===== config.mk =====
export PLATFORM = sky130hd
export DESIGN_NAME = gpr_writeback
export DESIGN_NICKNAME = d
export VERILOG_FILES = /design/src/rtl/gpr_writeback.sv
export SDC_FILE = /design/constraint.sdc
export NUM_CORES = 1
export LEC_CHECK = 0
export CELL_PAD_IN_SITES_DETAIL_PLACEMENT = 0
export CELL_PAD_IN_SITES_GLOBAL_PLACEMENT = 1
export CORE_MARGIN = 2
export CORE_UTILIZATION = 35
export CTS_BUF_LIST = sky130_fd_sc_hd__clkbuf_4
export DETAILED_ROUTE_END_ITERATION = 8
export PLACE_DENSITY = 0.94
export SYNTH_ARGS = -nofsm -noshare
export SYNTH_HDL_FRONTEND = slang
export SYNTH_SLANG_ARGS = --single-unit

===== constraint.sdc =====
create_clock -name clk -period 3.3 [get_ports clk]
set_input_delay 0.33 -clock clk [delete_from_list [all_inputs] [get_ports clk]]
set_output_delay 0.33 -clock clk [all_outputs]
set_load 0.05 [all_outputs]

===== src/rtl/gpr_writeback.sv =====
// Writeback arbiter for the 2R/1W register file: merges ALU, LSU and MDU results onto the
// single write port and tracks registers that still have a long-latency write pending.
module gpr_writeback #(
  parameter int XLEN    = 32,
  parameter int RR_SLOW = 1
) (
  input  logic            clk,
  input  logic            rst,
  input  logic            alu_valid,
  input  logic [4:0]      alu_rd,
  input  logic [XLEN-1:0] alu_res,
  input  logic            lsu_valid,
  output logic            lsu_ready,
  input  logic [4:0]      lsu_rd,
  input  logic [XLEN-1:0] lsu_res,
  input  logic            mdu_valid,
  output logic            mdu_ready,
  input  logic [4:0]      mdu_rd,
  input  logic [XLEN-1:0] mdu_res,
  input  logic            busy_set,
  input  logic [4:0]      busy_rd,
  input  logic [4:0]      q_rs1,
  input  logic [4:0]      q_rs2,
  input  logic [4:0]      q_rd,
  output logic            busy_rs1,
  output logic            busy_rs2,
  output logic            busy_qrd,
  output logic [4:0]      rd,
  output logic [XLEN-1:0] rrd,
  output logic            we
);

  typedef enum logic {
    SRC_LSU = 1'b0,
    SRC_MDU = 1'b1
  } slow_src_e;

  slow_src_e       ptr_q, ptr_d;
  logic            lsu_prio;
  logic            slow_acc;
  logic [4:0]      slow_rd;
  logic            win_valid;
  logic [4:0]      win_rd;
  logic [XLEN-1:0] win_res;
  logic [31:0]     busy_q, busy_d;

  always_ff @(posedge clk) begin
    if (rst) begin
      ptr_q <= SRC_LSU;
    end else begin
      ptr_q <= ptr_d;
    end
  end

  // After a slow transfer the other slow source gets priority next time both compete.
  always_comb begin
    ptr_d = ptr_q;
    if (lsu_ready) begin
      ptr_d = SRC_MDU;
    end else if (mdu_ready) begin
      ptr_d = SRC_LSU;
    end
  end

  // Grant: ALU always wins; ready is derived only from valids, pointer and reset.
  always_comb begin
    lsu_prio  = (RR_SLOW != 0) ? (ptr_q == SRC_LSU) : 1'b1;
    lsu_ready = 1'b0;
    mdu_ready = 1'b0;
    if (!rst && !alu_valid) begin
      lsu_ready = lsu_valid && (!mdu_valid || lsu_prio);
      mdu_ready = mdu_valid && (!lsu_valid || !lsu_prio);
    end
  end

  always_comb begin
    slow_acc  = lsu_ready || mdu_ready;
    slow_rd   = lsu_ready ? lsu_rd : mdu_rd;
    win_valid = 1'b0;
    win_rd    = '0;
    win_res   = '0;
    if (!rst && alu_valid) begin
      win_valid = 1'b1;
      win_rd    = alu_rd;
      win_res   = alu_res;
    end else if (lsu_ready) begin
      win_valid = 1'b1;
      win_rd    = lsu_rd;
      win_res   = lsu_res;
    end else if (mdu_ready) begin
      win_valid = 1'b1;
      win_rd    = mdu_rd;
      win_res   = mdu_res;
    end
  end

  always_ff @(posedge clk) begin
    if (rst) begin
      we  <= 1'b0;
      rd  <= '0;
      rrd <= '0;
    end else begin
      we <= win_valid && (win_rd != 5'd0);
      if (win_valid) begin
        rd  <= win_rd;
        rrd <= win_res;
      end
    end
  end

  // Clear on slow retirement, then set from issue so a same-cycle re-dispatch keeps the bit.
  always_comb begin
    busy_d = busy_q;
    if (slow_acc && (slow_rd != 5'd0)) begin
      busy_d[slow_rd] = 1'b0;
    end
    if (busy_set && (busy_rd != 5'd0)) begin
      busy_d[busy_rd] = 1'b1;
    end
    busy_d[0] = 1'b0;
  end

  always_ff @(posedge clk) begin
    if (rst) begin
      busy_q <= '0;
    end else begin
      busy_q <= busy_d;
    end
  end

  assign busy_rs1 = busy_q[q_rs1];
  assign busy_rs2 = busy_q[q_rs2];
  assign busy_qrd = busy_q[q_rd];

endmodule


Yosys cells after proc, flatten, opt, wreduce, memory -nomap -nowiden. Cells that the tools add are included.

Reduce and logical (&&, ||, !) cells: 20. $lt $le $gt $ge: 7. $add $sub $neg: 0. Shift operators: 0. Equality and inequality tests: 0. Muxes and demuxes: 26. Multiply operators: 0. Div/mod/pow operators: 0. Bitwise operators: 4.

Operators by type and width (number): $mux W32 (5); $and A32 B32 Y32 (1); $not A32 Y32 (1); $or A32 B32 Y32 (1); $lt A5 B6 Y1 const B (5); $mux W5 (4); $bmux W1 S5 (3); $reduce_bool A5 Y1 (3); $mux W1 (12); $demux W1 S5 (2); $ge A5 B1 Y1 const B (2); $logic_and A1 B1 Y1 (9); $logic_not A1 Y1 (4); $logic_or A1 B1 Y1 (3); $reduce_bool A2 Y1 (1); $not A1 Y1 (1).

Bits in latches: 0. Register bits after elaboration: 71. Memories: 0. Bits in read-only memories: 0. Bits in writable memories: 0. Input port bits: 137.

Longest topological paths before layout. Gate-level depths: netlist (run 1).

Depth after elaboration: 14. Gate-level depth with buffers: 7. Gate-level depth less buffers: 4.

Least setup slack after synthesis (run 1). OpenSTA, ideal clock, no wires.

Path kind: input to output. From: input port q_rd[0]. To: output port busy_qrd. Cell stages on the path: 5. Path buffers: 1. Arrival: 1.878 ns. Path slack: 1.092 ns. Path through: buf_2 > mux4_2 > mux2_2 > nand3_1 > nand4_1.

Cells in the longest elaborated chain, start to end: 2.

RTL lines: start: declaration (line 24) `input logic [4:0] q_rd,`; $bmux W1 S5 (line 133) `assign busy_qrd = busy_q[q_rd];`; $mux W1 (implied by the code) (line 133); end: declaration (line 27) `output logic busy_qrd,`.

Every way passes these cells. The select of a mux whose other input is x is not followed.

Worst setup path in the final report (run 1).
From: input port q_rs1[0]. To: output port busy_rs1.

Cells in the longest elaborated chain, start to end: 2.

RTL lines: start: declaration (line 22) `input logic [4:0] q_rs1,`; $bmux W1 S5 (line 131) `assign busy_rs1 = busy_q[q_rs1];`; $mux W1 (implied by the code) (line 131); end: declaration (line 25) `output logic busy_rs1,`.

Every way passes these cells. The select of a mux whose other input is x is not followed.

==> results of run 1 <==
how the worst max path moves through the flow:
stage                     startpoint  endpoint  slack (ns)  cells after the start
final                       q_rs1[0]  busy_rs1        0.54                      6
after global routing        q_rs1[0]  busy_rs1        0.39                      6
after CTS                   q_rs1[0]  busy_rs1        0.51                      6
after detailed placement    q_rs1[0]  busy_rs1        0.51                      6
after global placement       q_rd[0]  busy_qrd        0.57                      6
after floorplan              q_rd[0]  busy_qrd        1.09                      5
power by group through the flow:
stage               combinational, W  clock [W]  sequential [W]
finish                      0.000652   0.000489        0.000917
global route                0.000689   0.000531        0.000922
CTS                         0.000651   0.000491        0.000917
detailed placement          0.000648          0        0.000934
global placement            0.000640          0        0.000933
floorplan                   0.000210          0         0.00105
critical path: cells and delay by family:
family	cells	cell delay (ns)
mux	2	0.86
buf+inv	2	1.01
simple gates	2	0.24
cells by family (layout without fill, tap and decap cells):
kind of cell | after synthesis | after routing | share of synthesized area
compound gates | 173 | 173 | 0.3100
buf+inv | 80 | 244 | 0.07864
flops | 70 | 70 | 0.3215
mux | 30 | 30 | 0.1240
simple gates | 138 | 138 | 0.1659
layout make-up:
cell class / instances / share of cell area
multi-input cells: 341 / 0.4096
repair buffers: 188 / 0.2982
clock buffers: 9 / 0.01055
inverters: 40 / 0.02345
well taps: 168 / 0.03283
clock inverters: 7 / 0.006449
flip-flops and latches: 70 / 0.2189
state kept, by name (all words and copies together) (netlist names):
name / cells
busy_q: 31
rrd: 32
rd: 5
we: 1
ptr_q: 1
through the flow:
step / power [W] / instances / cell area, sq um / utilization / setup WS, ns
floorplan: 0.001261 / 491 / 4359 / - / 1.092
global placement: 0.001573 / 807 / 6294 / 0.5218 / 0.5683
detailed placement: 0.001582 / 807 / 6294 / 0.5218 / 0.5106
CTS: 0.002058 / 823 / 6402 / 0.5308 / 0.5085
global route: 0.002143 / 823 / 6402 / 0.5308 / 0.3915
finish: 0.002059 / 823 / 6402 / 0.5308 / 0.5367
layer usage:
layer	vias to the layer above	wire [microns]	global-route usage	share of wire
li1	2285	-	-	-
met1	2342	6539	0.2926	0.41
met2	240	7925	0.4008	0.49
met3	32	1301	0.06015	0.081
met4	0	376	0.08514	0.023
met5	-	0	0	0
placed cells by master, fill, tap and decap left out, drive strengths merged, types with 2 or more instances in the layout:
cell and instances:
clkdlybuf4s50 174, dfxtp 70, nand2 48, inv 40, o21ai 33, a22oi 30, a222oi 29, o32ai 28
mux4 18, nor2b 16, nand3 14, buf 14, mux2 12, a21oi 12, nor2 12, nand4 11
clkbuf 9, or4 9, o2111ai 9, a221oi 8, nand2b 7, nor3 6, o22ai 5, clkinv 5
and3 4, or3 4, o211ai 4, a211o 3, a2111o 2, and2 2, a311oi 2, a21o 2
clkinvlp 2, a211oi 2
==> flow_metrics.py, run 1 <==
metrics = {
    "yosys": {
        "syn_area_per_cell_sq_um": 8.878,
        "yosysMostFrequentCell": "dfxtp_1",
        "synth_top_area_share": 0.3215,
        "seq_area_frac_synth": 0.3215,
        "yosys-top-cells-area": "dfxtp_1 32%, mux4_2 9.3%, a222oi_1 6.7%",
        "yosysWarnings": 0,
        "synth_top_area_cell": "dfxtp_1",
        "synth_area_sq_um": 4359,
        "synth_nets": 628,
        "postSynth.asyncResetShare": 0,
        "synth_common_cells": "70 x dfxtp_1, 48 x nand2_1, 40 x inv_1",
        "ys_seq_elements": 70,
        "synth-edff-count": 0,
        "synth_cell_types": 49,
        "synth_cells": 491,
        "ys.flop_type": "dfxtp_1",
    },
    "sta": {
        "tightest_slew_ns": 0.7597,
        "slew_violations": 0,
        "finalHoldViolations": 0,
        "fin_crit_ns": 2.763,
        "fin_skew_ns": 0.01862,
        "maxSlewHeadroom": 0.4926,
        "whs_ns": 0.4392,
        "grt_setup_unrepaired": "no",
        "fin_crit_sh": 0.8374,
        "max_freq_ghz": 0.3619,
        "setup_tns_ns": 0,
        "setup_viol": 0,
    },
    "cells_and_area": {
        "multiInputGateArea_sq_um": 2623,
        "nets": 787,
        "n_fill_cell": 1089,
        "area_growth_pct": 46.87,
        "regArea_sq_um": 1401,
        "antenna_cells": 0,
        "drive_gt1_frac": 0.1053,
    },
    "placement": {
        "hpwl_microns": 12200,
        "port-buffer-count": 179,
        "gp_congestion": 0.8897,
    },
    "floorplan": {
        "die_area_sq_um": 13360,
        "die_x_microns": 115.6,
        "core_sq_um": 12060,
        "fp.dieH_microns": 115.6,
        "num_rows": 40,
        "start_util": 0.3614,
        "pin_count": 180,
    },
    "run": {
        "drv_cap": 0,
    },
    "power": {
        "clkPwrFrac": 0.238,
        "p_comb_frac": 0.317,
        "intPower_w": 0.001337,
        "ir_worst_vdd_mv": 0.1873,
        "seqPwrFrac": 0.445,
        "power.density_nw_per_um2": 321.5,
        "p_leak_nw": 2.118,
        "netSwitchingFraction": 0.3506,
        "p_switching_w": 0.0007217,
    },
    "clock_tree": {
        "cts_tree": "done",
        "insertion_delay_ns": 0.43,
        "ctsResizeCount": 0,
        "holdBufCountCts": 0,
        "cts_root_buffer": "clkbuf_4",
        "cts_buffers": 9,
        "clock-sinks": 70,
        "clk_pin_slew_worst_paths_ns": 0.12,
        "cts_setup_buffers": 0,
        "h-tree-depth": 3,
        "clockBufferDepth": 2,
    },
    "global_route": {
        "grt_pass1_vias": 4916,
        "antenna_found_initial": 0,
        "grt-ovfl-total": 0,
        "grt_pass1_wl_microns": 25030,
        "grt_max_degree": 46,
        "track_usage": 0.2370,
    },
    "worst_setup_path": {
        "r2r_end": "busy_q[29]",
        "path_cells": "clkdlybuf4s50_1 > mux4_2 > mux2_2 > nand3_1 > nand4_1 > buf_12",
        "crit_slowest_cell": "clkdlybuf4s50_1",
        "regToRegSetupSlack_ns": 1.12,
        "r2r-start": "ptr_q",
        "arrival_ns": 2.43,
        "required_ns": 2.97,
        "critPathKind": "in -> out",
        "path_max_fanout": 10,
        "slowest_delay_ns": 0.82,
        "start_kind": "input port",
        "r2r_cells": 4,
        "worstSetupEndpointType": "output pin",
    },
    "worst_hold_path": {
        "min_path_type": "in -> reg",
        "hold_end": "rrd[5]",
        "holdCritStartpoint": "alu_res[5]",
        "min_path_cells": 3,
    },
    "drt": {
        "drtIter0Drc": 499,
        "routed_wl_microns": 16140,
        "via_count": 4899,
        "ant_nets": 0,
        "drc": 0,
        "viasPerCell": 5.953,
        "wire_per_inst_microns": 19.61,
        "drtPass1Iterations": 8,
    },
    "status": {
        "status": "finished clean",
    },
}
Power figures use the tool's default switching activity.
==> run 2: changes to the inputs <==
- CORE_UTILIZATION: 35 -> 29
- PLACE_DENSITY: 0.94 -> 0.84
- clock period: 3.3 -> 2.5 ns (I/O delays scaled with it)
==> flow_metrics.py, run 2 (synthesis gave the netlist of run 1 again) <==
metrics = {
    "sta": {
        "grt_setup_unrepaired": "no",
        "fin_skew_ns": 0.01226,
        "max_freq_ghz": 0.4113,
        "setup_tns_ns": 0,
        "fin_crit_sh": 0.9725,
        "maxSlewHeadroom": 0.6115,
        "tightest_slew_ns": 0.5810,
        "slew_violations": 0,
        "finalHoldViolations": 0,
        "setup_viol": 0,
        "whs_ns": 0.3428,
        "fin_crit_ns": 2.431,
    },
    "drt": {
        "drtPass1Iterations": 5,
        "via_count": 4973,
        "drtIter0Drc": 481,
        "wire_per_inst_microns": 20.91,
        "ant_nets": 0,
        "viasPerCell": 5.823,
        "drc": 0,
        "routed_wl_microns": 17860,
    },
    "status": {
        "status": "finished clean",
    },
    "cells_and_area": {
        "area_growth_pct": 49.80,
        "drive_gt1_frac": 0.1241,
        "largest_reg_flops": 32,
        "top_regs": "rrd: 32 flops, busy_q: 31 flops, rd: 5 flops",
        "nets": 801,
        "layout_common_cells": "174 x clkdlybuf4s50_1, 70 x dfxtp_1, 48 x nand2_1",
        "final_common_cell": "clkdlybuf4s50_1",
        "regMostFlops": "rrd",
    },
    "global_route": {
        "grt_pass1_wl_microns": 27450,
        "use_met2": 0.3964,
        "track_usage": 0.2177,
        "met1_usage": 0.2369,
        "top_usage_layer": "met2",
        "antenna_found_initial": 1,
        "grt_pass1_vias": 5221,
        "grt-ovfl-total": 0,
        "grt_max_degree": 46,
        "grt_use_met3": 0.05314,
    },
    "worst_setup_path": {
        "r2r-start": "ptr_q",
        "r2r_end": "busy_q[21]",
        "crit_slowest_cell": "clkdlybuf4s50_1",
        "critPathKind": "in -> out",
        "path_cells": "clkdlybuf4s50_1 > mux2_2 > a221oi_1 > or4_1 > nand4_1 > buf_12",
        "arrival_ns": 2.18,
        "r2r_cells": 5,
        "slowest_delay_ns": 0.73,
        "start_kind": "input port",
        "regToRegSetupSlack_ns": 0.63,
        "worstSetupEndpointType": "output pin",
        "required_ns": 2.25,
        "path_max_fanout": 10,
    },
    "floorplan": {
        "die_area_sq_um": 16030,
        "fp.dieH_microns": 126.6,
        "core_sq_um": 14590,
        "start_util": 0.2988,
        "num_rows": 44,
        "pin_count": 180,
        "die_x_microns": 126.6,
    },
    "worst_hold_path": {
        "min_path_cells": 3,
        "min_path_type": "in -> reg",
        "holdCritStartpoint": "alu_res[5]",
        "hold_end": "rrd[5]",
    },
    "clock_tree": {
        "holdBufCountCts": 0,
        "cts_buffers": 9,
        "clockBufferDepth": 2,
        "h-tree-depth": 3,
        "insertion_delay_ns": 0.44,
        "cts_setup_buffers": 0,
        "ctsResizeCount": 0,
        "clock-sinks": 70,
        "cts_tree": "done",
        "cts_root_buffer": "clkbuf_4",
        "clk_pin_slew_worst_paths_ns": 0.13,
    },
    "power": {
        "power.density_nw_per_um2": 417.1,
        "p_leak_nw": 2.186,
        "ir_worst_vdd_mv": 0.1997,
    },
    "placement": {
        "port-buffer-count": 179,
        "gp_congestion": 0.9161,
        "hpwl_microns": 14080,
    },
    "run": {
        "drv_cap": 0,
    },
}
## run 2: cell types whose count changed in the layout (fill, tap and decap cells not counted)
cell,before,now
diode_2,0,1
buf_4,9,23
## run 2: metrics by stage
step,instances,total power [W],utilization,setup slack [ns],instance area [sq um]
after CTS,853,0.002728,0.4474,0.07417,6528
after floorplan,491,0.001664,-,0.4520,4359
final,854,0.002724,0.4476,0.06878,6530
after global placement,837,0.002100,0.4400,0.1210,6419
after global routing,854,0.002823,0.4476,0.006841,6530
after detailed placement,837,0.002112,0.4400,0.08423,6419
## run 2: layer usage
metal	routed length (microns)	vias up
li1	-	2312
met1	6607	2329
met2	9038	283
met3	1551	49
met4	660	0
met5	0	-
## run 2: how the worst max path moves through the flow
stage                         from  endpoint  slack (ns)  depth (start not counted)
after detailed placement   q_rd[0]  busy_qrd        0.08                          7
after global placement     q_rd[0]  busy_qrd        0.12                          7
after floorplan            q_rd[0]  busy_qrd        0.45                          5
after CTS                 q_rs2[1]  busy_rs2        0.07                          6
final                      q_rd[1]  busy_qrd        0.07                          6
after global routing       q_rd[1]  busy_qrd       0.007                          6
## run 2: layout make-up
class / count / area [sq um]
diodes: 1 / 2.502
clock buffers: 9 / 67.56
clock inverters: 7 / 41.29
fillers: 1408 / 8059
inverters: 40 / 150.1
multi-input cells: 341 / 2623
flip-flops and latches: 70 / 1401
well taps: 184 / 230.2
repair buffers: 202 / 2014
## run 2: critical path, delay by kind of cell
family                 cells  cell delay (ns)
buffers and inverters      2             0.93
and+or+nand+nor            2             0.31
AOI/OAI and AO/OA          1             0.29
muxes                      1             0.39
## run 2: power breakdown
group	switching [W]	leakage (nW)	internal [W]
combinational	0.000472	1.56	0.000412
clock	0.000435	0.0568	0.000195
sequential	0.0000390	0.573	0.00117
==> run 3: changes to the inputs <==
- CELL_PAD_IN_SITES_DETAIL_PLACEMENT: 0 -> 1
- TNS_END_PERCENT: unset -> 5
==> flow_metrics.py, run 3 (synthesis gave the netlist of run 1 again) <==
metrics = {
    "cells_and_area": {
        "n_fill_cell": 1657,
        "area_growth_pct": 51.38,
        "regMostFlops": "rrd",
        "largest_reg_flops": 32,
        "finish.utilization": 0.4523,
        "top_regs": "rrd: 32 flops, busy_q: 31 flops, rd: 5 flops",
        "nets": 801,
        "final_common_cell": "clkdlybuf4s50_1",
        "drive_gt1_frac": 0.1271,
        "layout_common_cells": "172 x clkdlybuf4s50_1, 70 x dfxtp_1, 48 x nand2_1",
    },
    "worst_hold_path": {
        "min_path_cells": 3,
        "holdCritStartpoint": "alu_res[5]",
        "hold_end": "rrd[5]",
        "min_path_type": "in -> reg",
    },
    "clock_tree": {
        "clock-sinks": 70,
        "h-tree-depth": 3,
        "cts_setup_buffers": 0,
        "clockBufferDepth": 2,
        "holdBufCountCts": 0,
        "cts_buffers": 9,
        "insertion_delay_ns": 0.46,
        "cts_root_buffer": "clkbuf_4",
        "cts_tree": "done",
        "ctsResizeCount": 0,
        "clk_pin_slew_worst_paths_ns": 0.14,
    },
    "power": {
        "power.density_nw_per_um2": 454.4,
        "ir_worst_vdd_mv": 0.2661,
        "p_leak_nw": 2.236,
    },
    "worst_setup_path": {
        "arrival_ns": 2.18,
        "r2r-start": "ptr_q",
        "r2r_end": "busy_q[12]",
        "worstSetupEndpointType": "output pin",
        "critPathKind": "in -> out",
        "slowest_delay_ns": 0.52,
        "crit_slowest_cell": "mux4_2",
        "regToRegSetupSlack_ns": 0.61,
        "path_cells": "clkdlybuf4s50_1 > buf_6 > mux4_2 > mux2_2 > nand3_1 > nand4_1 > buf_12",
        "r2r_cells": 5,
        "required_ns": 2.25,
        "start_kind": "input port",
        "path_max_fanout": 10,
    },
    "sta": {
        "fin_crit_ns": 2.427,
        "finalHoldViolations": 0,
        "maxSlewHeadroom": 0.6013,
        "slew_violations": 0,
        "max_freq_ghz": 0.4121,
        "tightest_slew_ns": 0.5961,
        "fin_crit_sh": 0.9708,
        "setup_tns_ns": 0,
        "setup_viol": 0,
        "grt_setup_unrepaired": "no",
        "fin_skew_ns": 0.01426,
    },
    "drt": {
        "routed_wl_microns": 19560,
        "ant_nets": 0,
        "viasPerCell": 5.888,
        "drtPass1Iterations": 5,
        "drc": 0,
        "wire_per_inst_microns": 22.90,
        "drtIter0Drc": 331,
        "via_count": 5028,
    },
    "placement": {
        "gp_congestion": 0.9161,
        "hpwl_microns": 15460,
        "port-buffer-count": 179,
    },
    "floorplan": {
        "num_rows": 44,
        "fp.dieH_microns": 126.6,
        "die_x_microns": 126.6,
        "start_util": 0.2988,
        "core_sq_um": 14590,
        "die_area_sq_um": 16030,
        "pin_count": 180,
    },
    "global_route": {
        "grt_pass1_vias": 5414,
        "grt_max_degree": 46,
        "antenna_found_initial": 1,
        "grt-ovfl-total": 0,
        "grt_pass1_wl_microns": 29970,
        "track_usage": 0.2390,
    },
    "status": {
        "status": "finished clean",
    },
    "run": {
        "drv_cap": 0,
    },
}
==> run 3: cell types whose count changed in the layout (fill, tap and decap cells not counted) <==
cell,change
buf_4,-1
buf_6,+1
bufinv_16,+2
clkbuf_4,+1
clkdlybuf4s50_1,-2
clkinv_1,-2
clkinv_2,-2
clkinv_4,+1
clkinvlp_4,-1
dlymetal6s2s_1,+2
inv_6,+1
==> run 3: power breakdown <==
group	internal (W)	total, W	leakage, nW	switching, W
Clock	0.000423	0.000894	0.0872	0.000471
Sequential	0.00117	0.00121	0.573	0.0000406
Combinational	0.000412	0.000892	1.58	0.000480
Total	0.00201	0.00300	2.24	0.000992
==> run 3: how the worst max path moves through the flow <==
| stage | endpoint | startpoint | slack [ns] | depth (start not counted) |
|---|---|---|---|---|
| final | busy_qrd | q_rd[0] | 0.07 | 7 |
| after global placement | busy_qrd | q_rd[0] | 0.12 | 7 |
| after global routing | busy_rs2 | q_rs2[0] | 0.01 | 7 |
| after floorplan | busy_qrd | q_rd[0] | 0.45 | 5 |
| after detailed placement | busy_qrd | q_rd[1] | 0.005 | 6 |
| after CTS | busy_qrd | q_rd[1] | 0.005 | 6 |
==> run 3: metrics by stage <==
step                      std cells  hold slack [ns]  setup slack [ns]  area [sq um]  power (W)
after detailed placement        837           0.4447          0.005103          6419   0.002126
after global routing            854           0.3346           0.01129          6599   0.003113
after global placement          837           0.4373            0.1210          6419   0.002100
after CTS                       853           0.3202          0.004990          6588   0.003015
after floorplan                 491           0.3586            0.4520          4359   0.001664
final                           854           0.3375           0.07311          6599   0.002998
==> run 3: area by class of cell <==
cell class                      instances  area, sq um  area share
Clock inverter                          6        93.84     0.01422
Multi-Input combinational cell        341         2623      0.3974
Tap cell                              184        230.2     0.03489
Clock buffer                           10        75.07     0.01138
Antenna cell                            1        2.502   0.0003792
Timing Repair Buffer                  202         2023      0.3066
Inverter                               40        150.1     0.02275
Sequential cell                        70         1401      0.2124
==> run 3: layer usage <==
layer	part of all wire	track usage	vias to the layer above
met5	0	0	-
met4	0.039	0.1170	0
met3	0.070	0.05778	53
met2	0.52	0.4382	240
met1	0.37	0.2554	2429
li1	-	-	2306
==> run 3: worst max-delay path: cells and delay by family <==
kind | cells | cell delay, ns
buf+inv | 3 | 0.88
mux | 2 | 0.80
simple gates | 2 | 0.23
